===== src/rtl/cpu_pkg.sv =====
// Shared CPU definitions: exception codes, CP0 register numbers, PC-select
// encodings and the exception sequencer state type.
package cpu_pkg;

  localparam int unsigned XLEN   = 32;
  localparam int unsigned CODE_W = 5;
  localparam int unsigned ADDR_W = 5;

  localparam logic [CODE_W-1:0] EXC_INT = CODE_W'(0);
  localparam logic [CODE_W-1:0] EXC_RI  = CODE_W'(10);
  localparam logic [CODE_W-1:0] EXC_OV  = CODE_W'(12);

  localparam logic [ADDR_W-1:0] CP0_STATUS = ADDR_W'(12);
  localparam logic [ADDR_W-1:0] CP0_CAUSE  = ADDR_W'(13);
  localparam logic [ADDR_W-1:0] CP0_EPC    = ADDR_W'(14);

  typedef enum logic [1:0] {
    PCSEL_SEQ     = 2'b00,
    PCSEL_HANDLER = 2'b01,
    PCSEL_EPC     = 2'b10
  } pc_sel_e;

  typedef enum logic [1:0] {
    IDLE    = 2'd0,
    TAKE    = 2'd1,
    HANDLER = 2'd2,
    RETURN  = 2'd3
  } exc_state_e;

  // Fixed-priority encode: RI over Ov over Int.
  function automatic logic [CODE_W-1:0] exc_code_of(input logic [2:0] src);
    if (src[0])      return EXC_RI;
    else if (src[1]) return EXC_OV;
    else             return EXC_INT;
  endfunction

endpackage


===== src/rtl/cp0_regs.sv =====
// Minimal CP0: Status (IE/EXL), Cause (ExcCode, live IP2) and EPC storage
// with MTC0 writes and a combinational read port.
module cp0_regs
  import cpu_pkg::*;
(
  input  logic              clk,
  input  logic              rst,
  input  logic              mtc0_we,
  input  logic [ADDR_W-1:0] cp0_addr,
  input  logic [XLEN-1:0]   cp0_wdata,
  input  logic              exc_take,
  input  logic              epc_load,
  input  logic [XLEN-1:0]   exc_pc,
  input  logic [CODE_W-1:0] exc_code,
  input  logic              exl_clr,
  input  logic              ip2,
  output logic [XLEN-1:0]   cp0_rdata,
  output logic [XLEN-1:0]   epc,
  output logic              ie,
  output logic              exl
);

  logic              ie_q, ie_d;
  logic              exl_q, exl_d;
  logic [CODE_W-1:0] code_q, code_d;
  logic [XLEN-1:0]   epc_q, epc_d;

  // Hardware exception updates take precedence over same-cycle MTC0 data.
  always_comb begin
    ie_d   = ie_q;
    exl_d  = exl_q;
    code_d = code_q;
    epc_d  = epc_q;
    if (mtc0_we && cp0_addr == CP0_STATUS) begin
      ie_d  = cp0_wdata[0];
      exl_d = cp0_wdata[1];
    end
    if (mtc0_we && cp0_addr == CP0_EPC) epc_d = cp0_wdata;
    if (exc_take) begin
      exl_d  = 1'b1;
      code_d = exc_code;
    end
    if (epc_load) epc_d = exc_pc;
    if (exl_clr)  exl_d = 1'b0;
  end

  always_ff @(posedge clk or posedge rst) begin
    if (rst) begin
      ie_q   <= 1'b0;
      exl_q  <= 1'b0;
      code_q <= '0;
      epc_q  <= '0;
    end else begin
      ie_q   <= ie_d;
      exl_q  <= exl_d;
      code_q <= code_d;
      epc_q  <= epc_d;
    end
  end

  always_comb begin
    cp0_rdata = '0;
    case (cp0_addr)
      CP0_STATUS: cp0_rdata = (XLEN'(exl_q) << 1) | XLEN'(ie_q);
      CP0_CAUSE:  cp0_rdata = (XLEN'(ip2) << 10) | (XLEN'(code_q) << 2);
      CP0_EPC:    cp0_rdata = epc_q;
      default:    cp0_rdata = '0;
    endcase
  end

  assign epc = epc_q;
  assign ie  = ie_q;
  assign exl = exl_q;

endmodule


===== src/rtl/exception_ctrl.sv =====
// Exception/interrupt sequencer: arbitrates ExpSrc, drives PC redirect and
// flush from registered state, and counts taken exceptions.
module exception_ctrl
  import cpu_pkg::*;
#(
  parameter logic [31:0] HANDLER_ADDR = 32'h8000_0180
) (
  input  logic              Clock,
  input  logic              Reset,
  input  logic [2:0]        ExpSrc,
  input  logic [XLEN-1:0]   PC,
  input  logic              Eret,
  input  logic              Cp0Write,
  input  logic [ADDR_W-1:0] Cp0Addr,
  input  logic [XLEN-1:0]   Cp0WData,
  output logic [XLEN-1:0]   Cp0RData,
  output logic [1:0]        PcSel,
  output logic [XLEN-1:0]   PcTarget,
  output logic              Flush,
  output logic [XLEN-1:0]   ExcCount
);

  exc_state_e      state_q, state_d;
  logic [XLEN-1:0] count_q, count_d;
  logic            take, epc_load, exl_clr;
  logic            sync_req, int_req;
  logic [XLEN-1:0] epc;
  logic            ie, exl;

  assign sync_req = ExpSrc[0] | ExpSrc[1];
  assign int_req  = ExpSrc[2] & ie & ~exl;

  always_comb begin
    state_d  = state_q;
    take     = 1'b0;
    epc_load = 1'b0;
    exl_clr  = 1'b0;
    case (state_q)
      IDLE: begin
        if (sync_req || int_req) begin
          take     = 1'b1;
          epc_load = 1'b1;
          state_d  = TAKE;
        end
      end
      TAKE: state_d = HANDLER;
      HANDLER: begin
        // Nested synchronous faults keep the original EPC; interrupts stay masked.
        if (sync_req) begin
          take    = 1'b1;
          state_d = TAKE;
        end else if (Eret) begin
          exl_clr = 1'b1;
          state_d = RETURN;
        end
      end
      RETURN: state_d = IDLE;
      default: state_d = IDLE;
    endcase
    count_d = take ? count_q + XLEN'(1) : count_q;
  end

  always_ff @(posedge Clock or posedge Reset) begin
    if (Reset) begin
      state_q <= IDLE;
      count_q <= '0;
    end else begin
      state_q <= state_d;
      count_q <= count_d;
    end
  end

  // Redirect outputs decode the state register only, never ExpSrc.
  always_comb begin
    PcSel    = PCSEL_SEQ;
    PcTarget = '0;
    Flush    = 1'b0;
    case (state_q)
      TAKE: begin
        PcSel    = PCSEL_HANDLER;
        PcTarget = HANDLER_ADDR;
        Flush    = 1'b1;
      end
      RETURN: begin
        PcSel    = PCSEL_EPC;
        PcTarget = epc;
      end
      default: ;
    endcase
  end

  assign ExcCount = count_q;

  cp0_regs u_cp0_regs (
    .clk       (Clock),
    .rst       (Reset),
    .mtc0_we   (Cp0Write),
    .cp0_addr  (Cp0Addr),
    .cp0_wdata (Cp0WData),
    .exc_take  (take),
    .epc_load  (epc_load),
    .exc_pc    (PC),
    .exc_code  (exc_code_of(ExpSrc)),
    .exl_clr   (exl_clr),
    .ip2       (ExpSrc[2]),
    .cp0_rdata (Cp0RData),
    .epc       (epc),
    .ie        (ie),
    .exl       (exl)
  );

endmodule


===== config.mk =====
export PLATFORM = sky130hd
export DESIGN_NAME = exception_ctrl
export DESIGN_NICKNAME = d
export VERILOG_FILES = /design/src/rtl/cpu_pkg.sv /design/src/rtl/cp0_regs.sv /design/src/rtl/exception_ctrl.sv
export SDC_FILE = /design/constraint.sdc
export NUM_CORES = 1
export LEC_CHECK = 0
export CAP_MARGIN = 20
export CORE_ASPECT_RATIO = 0.75
export CORE_MARGIN = 1
export CORE_UTILIZATION = 40
export DETAILED_ROUTE_END_ITERATION = 10
export PLACE_DENSITY = 0.78
export SLEW_MARGIN = 0
export SYNTH_ARGS = -nofsm -noshare
export SYNTH_HDL_FRONTEND = slang
export SYNTH_SLANG_ARGS = --single-unit

===== constraint.sdc =====
create_clock -name Clock -period 5.7 [get_ports Clock]
set_input_delay 1.14 -clock Clock [delete_from_list [all_inputs] [get_ports Clock]]
set_output_delay 1.14 -clock Clock [all_outputs]
set_load 0.02 [all_outputs]

Word-level counts from Yosys, hierarchy flattened --
Cells that the tools add are included.
Storage, ports and cells: flip-flop bits (word level) 73, logic and storage cells 50
Cells by class: add/subtract/negate cells 1, eq/ne operators 8, muxes and demuxes 22, bitwise gates (word level) 6, reduce and logical (&&, ||, !) cells 7
Operators with widths (count):
- one-hot mux 32 bit (3 select lines) | 1
- two-way mux 32 bit | 2
- one-hot mux 32 bit (2 select lines) | 1
- adder 32 x 1 -> 32 bit, second input constant | 1
- equality test 5 x 4 -> 1 bit, second input constant | 3
- bitwise OR 11 x 7 -> 11 bit | 1
- two-way mux 1 bit | 10
- two-way mux 4 bit | 2
- one-hot mux 2 bit (4 select lines) | 1
- two-way mux 2 bit | 3
- equality test 2 bit, second input constant | 2
- one-hot mux 2 bit (2 select lines) | 1
- != test 3 bit, second input constant | 1
- nonzero test 3 bit | 1
- AND 1 bit | 2
- equality test 2 x 1 -> 1 bit, second input constant | 1
- logical AND 1 bit | 2
- logical NOT 2 bit | 1
- != test 2 bit, second input constant | 1
- bitwise OR 2 x 1 -> 2 bit | 1
- one-hot mux 1 bit (2 select lines) | 1
- AND reduction 2 bit | 1
- nonzero test 2 bit | 1
- logical OR 1 bit | 1
- other kinds (2) | 2

Logic depth before layout (Yosys ltp) --
depth after elaboration 7, depth in mapped cells 7

Hierarchy --
From an unflattened synthesis, not the netlist that was laid out.
Second synthesis, totals: cell total of the unflattened synthesis 447, area, all modules 4175.3 µm²
By module, submodules not included:
- cp0_regs | instances 1, cells an instance 253, area each 2347.3 µm²
- exception_ctrl | instances 1, cells an instance 194, area each 1828.0 µm²

Least setup slack after synthesis --
No wires, ideal clock.
path kind input -> output, from input Cp0Addr[3], to output Cp0RData[10], data arrival time 2132 ps, required time 4560 ps, slack 2428 ps, stages on the path 4, path buffers 1, path through nand2_1 -> nor4b_2 -> clkbuf_1 -> a22o_1
On the way: word-level cells in the longest chain between the ends 2, elaborated cells on any way between the ends 4, classes of those cells 3 x eq/ne; 1 x mux
Ends and longest elaborated chain:
- start, declared | RTL line exception_ctrl.sv:14 | input logic [ADDR_W-1:0] Cp0Addr,
- equality test 5 x 4 -> 1 bit | RTL line cp0_regs.sv:63 | case (cp0_addr)
- one-hot mux 32 bit (3 select lines) (*) | RTL line cp0_regs.sv:63
- end, declared | RTL line exception_ctrl.sv:16 | output logic [XLEN-1:0] Cp0RData,
Every way passes the cells marked *; elsewhere a longest branch is shown, timed or not.

Worst setup path in the final report --
from input Cp0Addr[2], to output Cp0RData[10]
The elaborated chain is that of the path after synthesis.

==> results.txt <==
- Measured against its own limit, the worst slew margin works out to 30.3%.
- YS warnings: 0
- The finished layout holds 676 standard cells, fillers aside.
- For this block, the routed nets add up to 11.0 mm of wire.
- GRT Residual Overflow: 0
- The most critical setup path has its endpoint at Cp0RData[10].
* Maximum fanout encountered on the critical timing path: 4
- In the final layout, the share of cells above drive strength 1 is 6.02%.
- Synthesis handed over a netlist of 378 instances.
* Max-capacitance violation count: 0
- In this run, CTS created clock tree buffers numbering 9.
* Die Span X: 114 um
- RSZ-0062 raised after global routing: false
- Upper clock frequency limit: 224 MHz
* Number of enable-type register cells in the synthesized netlist: 0
* Result of the run: finished, final reports clean
* First-pass GRT wire length: 17.6 mm
- The synthesized netlist devotes 7.21% of its cell area to XOR and XNOR gates.
- Worst setup slack after placement: 1.22 ns
- For this run, the detailed router's first-pass iteration total came to 4.
* Vias in the first global route: 3,464
* Tightest Pin Transition: 1.05 ns
- Post-synth ARST share: 100%
- In this run the critical register-to-register path is launched from state_q[0].
- Total Die Area: 0.00981 mm^2
- Detail-routed net length per standard cell: 16.3 um
* Relative area change from synthesis to final layout: 57.7%
- Adder-cell share of the synthesized area: 0.332%
* Critical Path Sink Type: output port
* Final critical-path share of the clock period: 78.4%
* Fraction of post-synthesis cell area in the top cell type by area: 47.2%
- Final slew viol count: 0
- Clock-pin slew was measured on the worst setup and hold paths at 0.06 ns.
* Combinational family with the most area after synthesis: simple AND/OR/NAND/NOR gates
- I/O pins: 175
- Cell type contributing the most total cell area after synthesis: dfrtp_1
* Number of H-tree branching levels: 3
* Seq cells post-synth: 71
- The completed layout was analyzed and its total power is 2.10 mW.
* Flip-flop cell with the highest count after synthesis: dfrtp_1
* Required time worst endpoint: 4.56 ns
- Largest cells by area after synthesis: dfrtp_1, mux2i_1, and3_1
- Endpoint of the worst register-to-register path: ExcCount[26]
- The final layout contains 620 nets.
- Leakage power of the design: 2.44 nW
* CP Data Arrival Time: 3.33 ns
- TritonCTS built the clock tree.
- Pin count of the biggest net entering global routing: 66
- Setup clock skew after layout: 0.00588 ns
* # rows: 30
* Vias per cell: 5.08
- Fill cells in the final layout number 753.
- N_diodes: 0
- Combined area of the multi-input logic cells: 0.00185 mm^2
* Initial core utilization: 41.4%
- Most frequent cell after synthesis: dfrtp_1
- Power spread over the standard cell area amounts to 353 mW/mm^2.
- TNS Setup: 0 ns
- Count of hold-fix buffers inserted at cts: 0
- Storage element area: 0.00178 mm^2
* Share of the synthesized area in compound gates (AO/OA/AOI/OAI): 7.64%
* Per-instance average area after synthesis: 9.96 um^2
* Max Buffers Root-to-Sink: 2
- The number of nets in the synthesized netlist is 455.
* Cell area after synthesis: 0.00376 mm^2
- Share of cell area taken by muxes after synthesis: 9.67%
* Final min period: 4.47 ns
- Vertical extent of the die: 86.0 um
- For this block, the via count after detailed routing is 3,435.
- After synthesis, flip-flops and latches occupy 47.2% of the total area.
- Clock sinks: 71
- Synth unique cells: 38
- The tightest hold path in the finished design has a slack of 0.480 ns.
* Antenna viol nets, final: 0
* Cell count after placement: 657
* Path type of the worst setup path: in -> out
* Clock latency on the worst-skew pair: 0.33 ns
- Final hold violation count: 0
- Once routing completed, OpenROAD measured the worst setup slack at 1.23 ns.
- Routability-driven placement finished with a final weighted congestion of 0.771.
- Detailed placer's ending HPWL: 7.79 mm
* Max VDD drop: 0.160 mV
- GRT Util Overall: 23.2%
- Commonest cells in the synthesized netlist: dfrtp_1, nor2_1, a21oi_1, mux2i_1, and3_1
- Input and output buffers added on the ports amount to 174.
- Class of the most critical hold timing path: reg -> reg
- Area fraction in and, or, nand and nor cells after synthesis: 24.0%
- Core outline area: 0.00908 mm^2
- Number of antenna violations at the first check in global routing: 0
- Setup crit start: Cp0Addr[2]
* Clock Tree Root: clkbuf_16
- For this block, the initial DRC count from the detailed router was 167.
* Post-CTS setup-driven buffer insertion count: 0
- For this run, design rule violations remaining after detail routing come to 0.
- Gates resized, CTS repair: 0
- Startpoint kind of the worst setup timing path: input pin
- Setup violations remaining at the end of the flow were counted as 0.
- Worst reg-to-reg path cell count: 6
- R2R Setup Slk: 3.13 ns
metal layers:
layer	GRT usage (%)	vias to the layer above	wire, um
li1	-	1641	-
met1	30.9	1659	4920
met2	37.2	119	5250
met3	5.23	16	721
met4	8.03	0	131
met5	0	-	0
worst min path at each step:
stage	start	end	slack (ns)	depth (start not counted)
after floorplan	u_cp0_regs.code_q[2]	u_cp0_regs.code_q[2]	0.45	1
after global placement	ExcCount[29]	ExcCount[29]	0.48	1
after detailed placement	ExcCount[31]	ExcCount[31]	0.48	1
after CTS	ExcCount[31]	ExcCount[31]	0.48	1
after global routing	ExcCount[31]	ExcCount[31]	0.49	1
final	ExcCount[31]	ExcCount[31]	0.48	1
through the flow:
step | util [%] | area, um^2
after floorplan | - | 3760
after global placement | 61.4 | 5580
after detailed placement | 61.4 | 5580
after CTS | 64.5 | 5860
after global routing | 65.4 | 5940
final | 65.4 | 5940
flip-flops by register name, summed over array words and instances, names as in the netlist:
| name | count |
|---|---|
| ExcCount | 32 |
| state_q | 2 |
| u_cp0_regs.code_q | 3 |
| u_cp0_regs.epc | 32 |
| u_cp0_regs.exl | 1 |
| u_cp0_regs.ie | 1 |
cell type report:
| class | instances | share of cell area (%) |
|---|---|---|
| clock buffers | 11 | 4.26 |
| clock inverters | 5 | 0.527 |
| inverters | 9 | 0.569 |
| multi-input cells | 273 | 31.2 |
| flip-flops and latches | 71 | 29.9 |
| well taps | 128 | 2.70 |
| repair buffers | 179 | 30.8 |
report_power, final:
group	leakage, nW	internal, mW	switching (mW)
sequential	0.830	0.661	0.151
combinational	1.47	0.386	0.373
clock	0.142	0.317	0.211
placed cells by master, fill, tap and decap left out, types with 8 or more instances in the layout:
cell             count
a21oi_1             34
dfrtp_1             71
xnor2_1             16
clkdlybuf4s50_1    174
inv_1                8
nor2_1              40
xor2_1              15
mux2i_1             33
nand2_1             13
and2_1              29
nand4_1              8
nand3_1              8
and3_1              32
clkbuf_16            9
worst max-delay path: stages:
cell and delay [ns]:
clkdlybuf4s50_1 0.45, nand2_1 0.11, nor4b_1 0.77, a22o_1 0.23, clkdlybuf4s50_1 0.62
cells by family (layout without fill, tap and decap cells):
family          count (synthesis)  count (layout)
compound gates                 48              48
simple gates                  157             157
fa+ha+maj                       1               1
flops                          71              71
xor+xnor                       31              31
buf+inv                        34             204
mux                            36              36
Note: power is estimated with default switching activity, not from simulation.
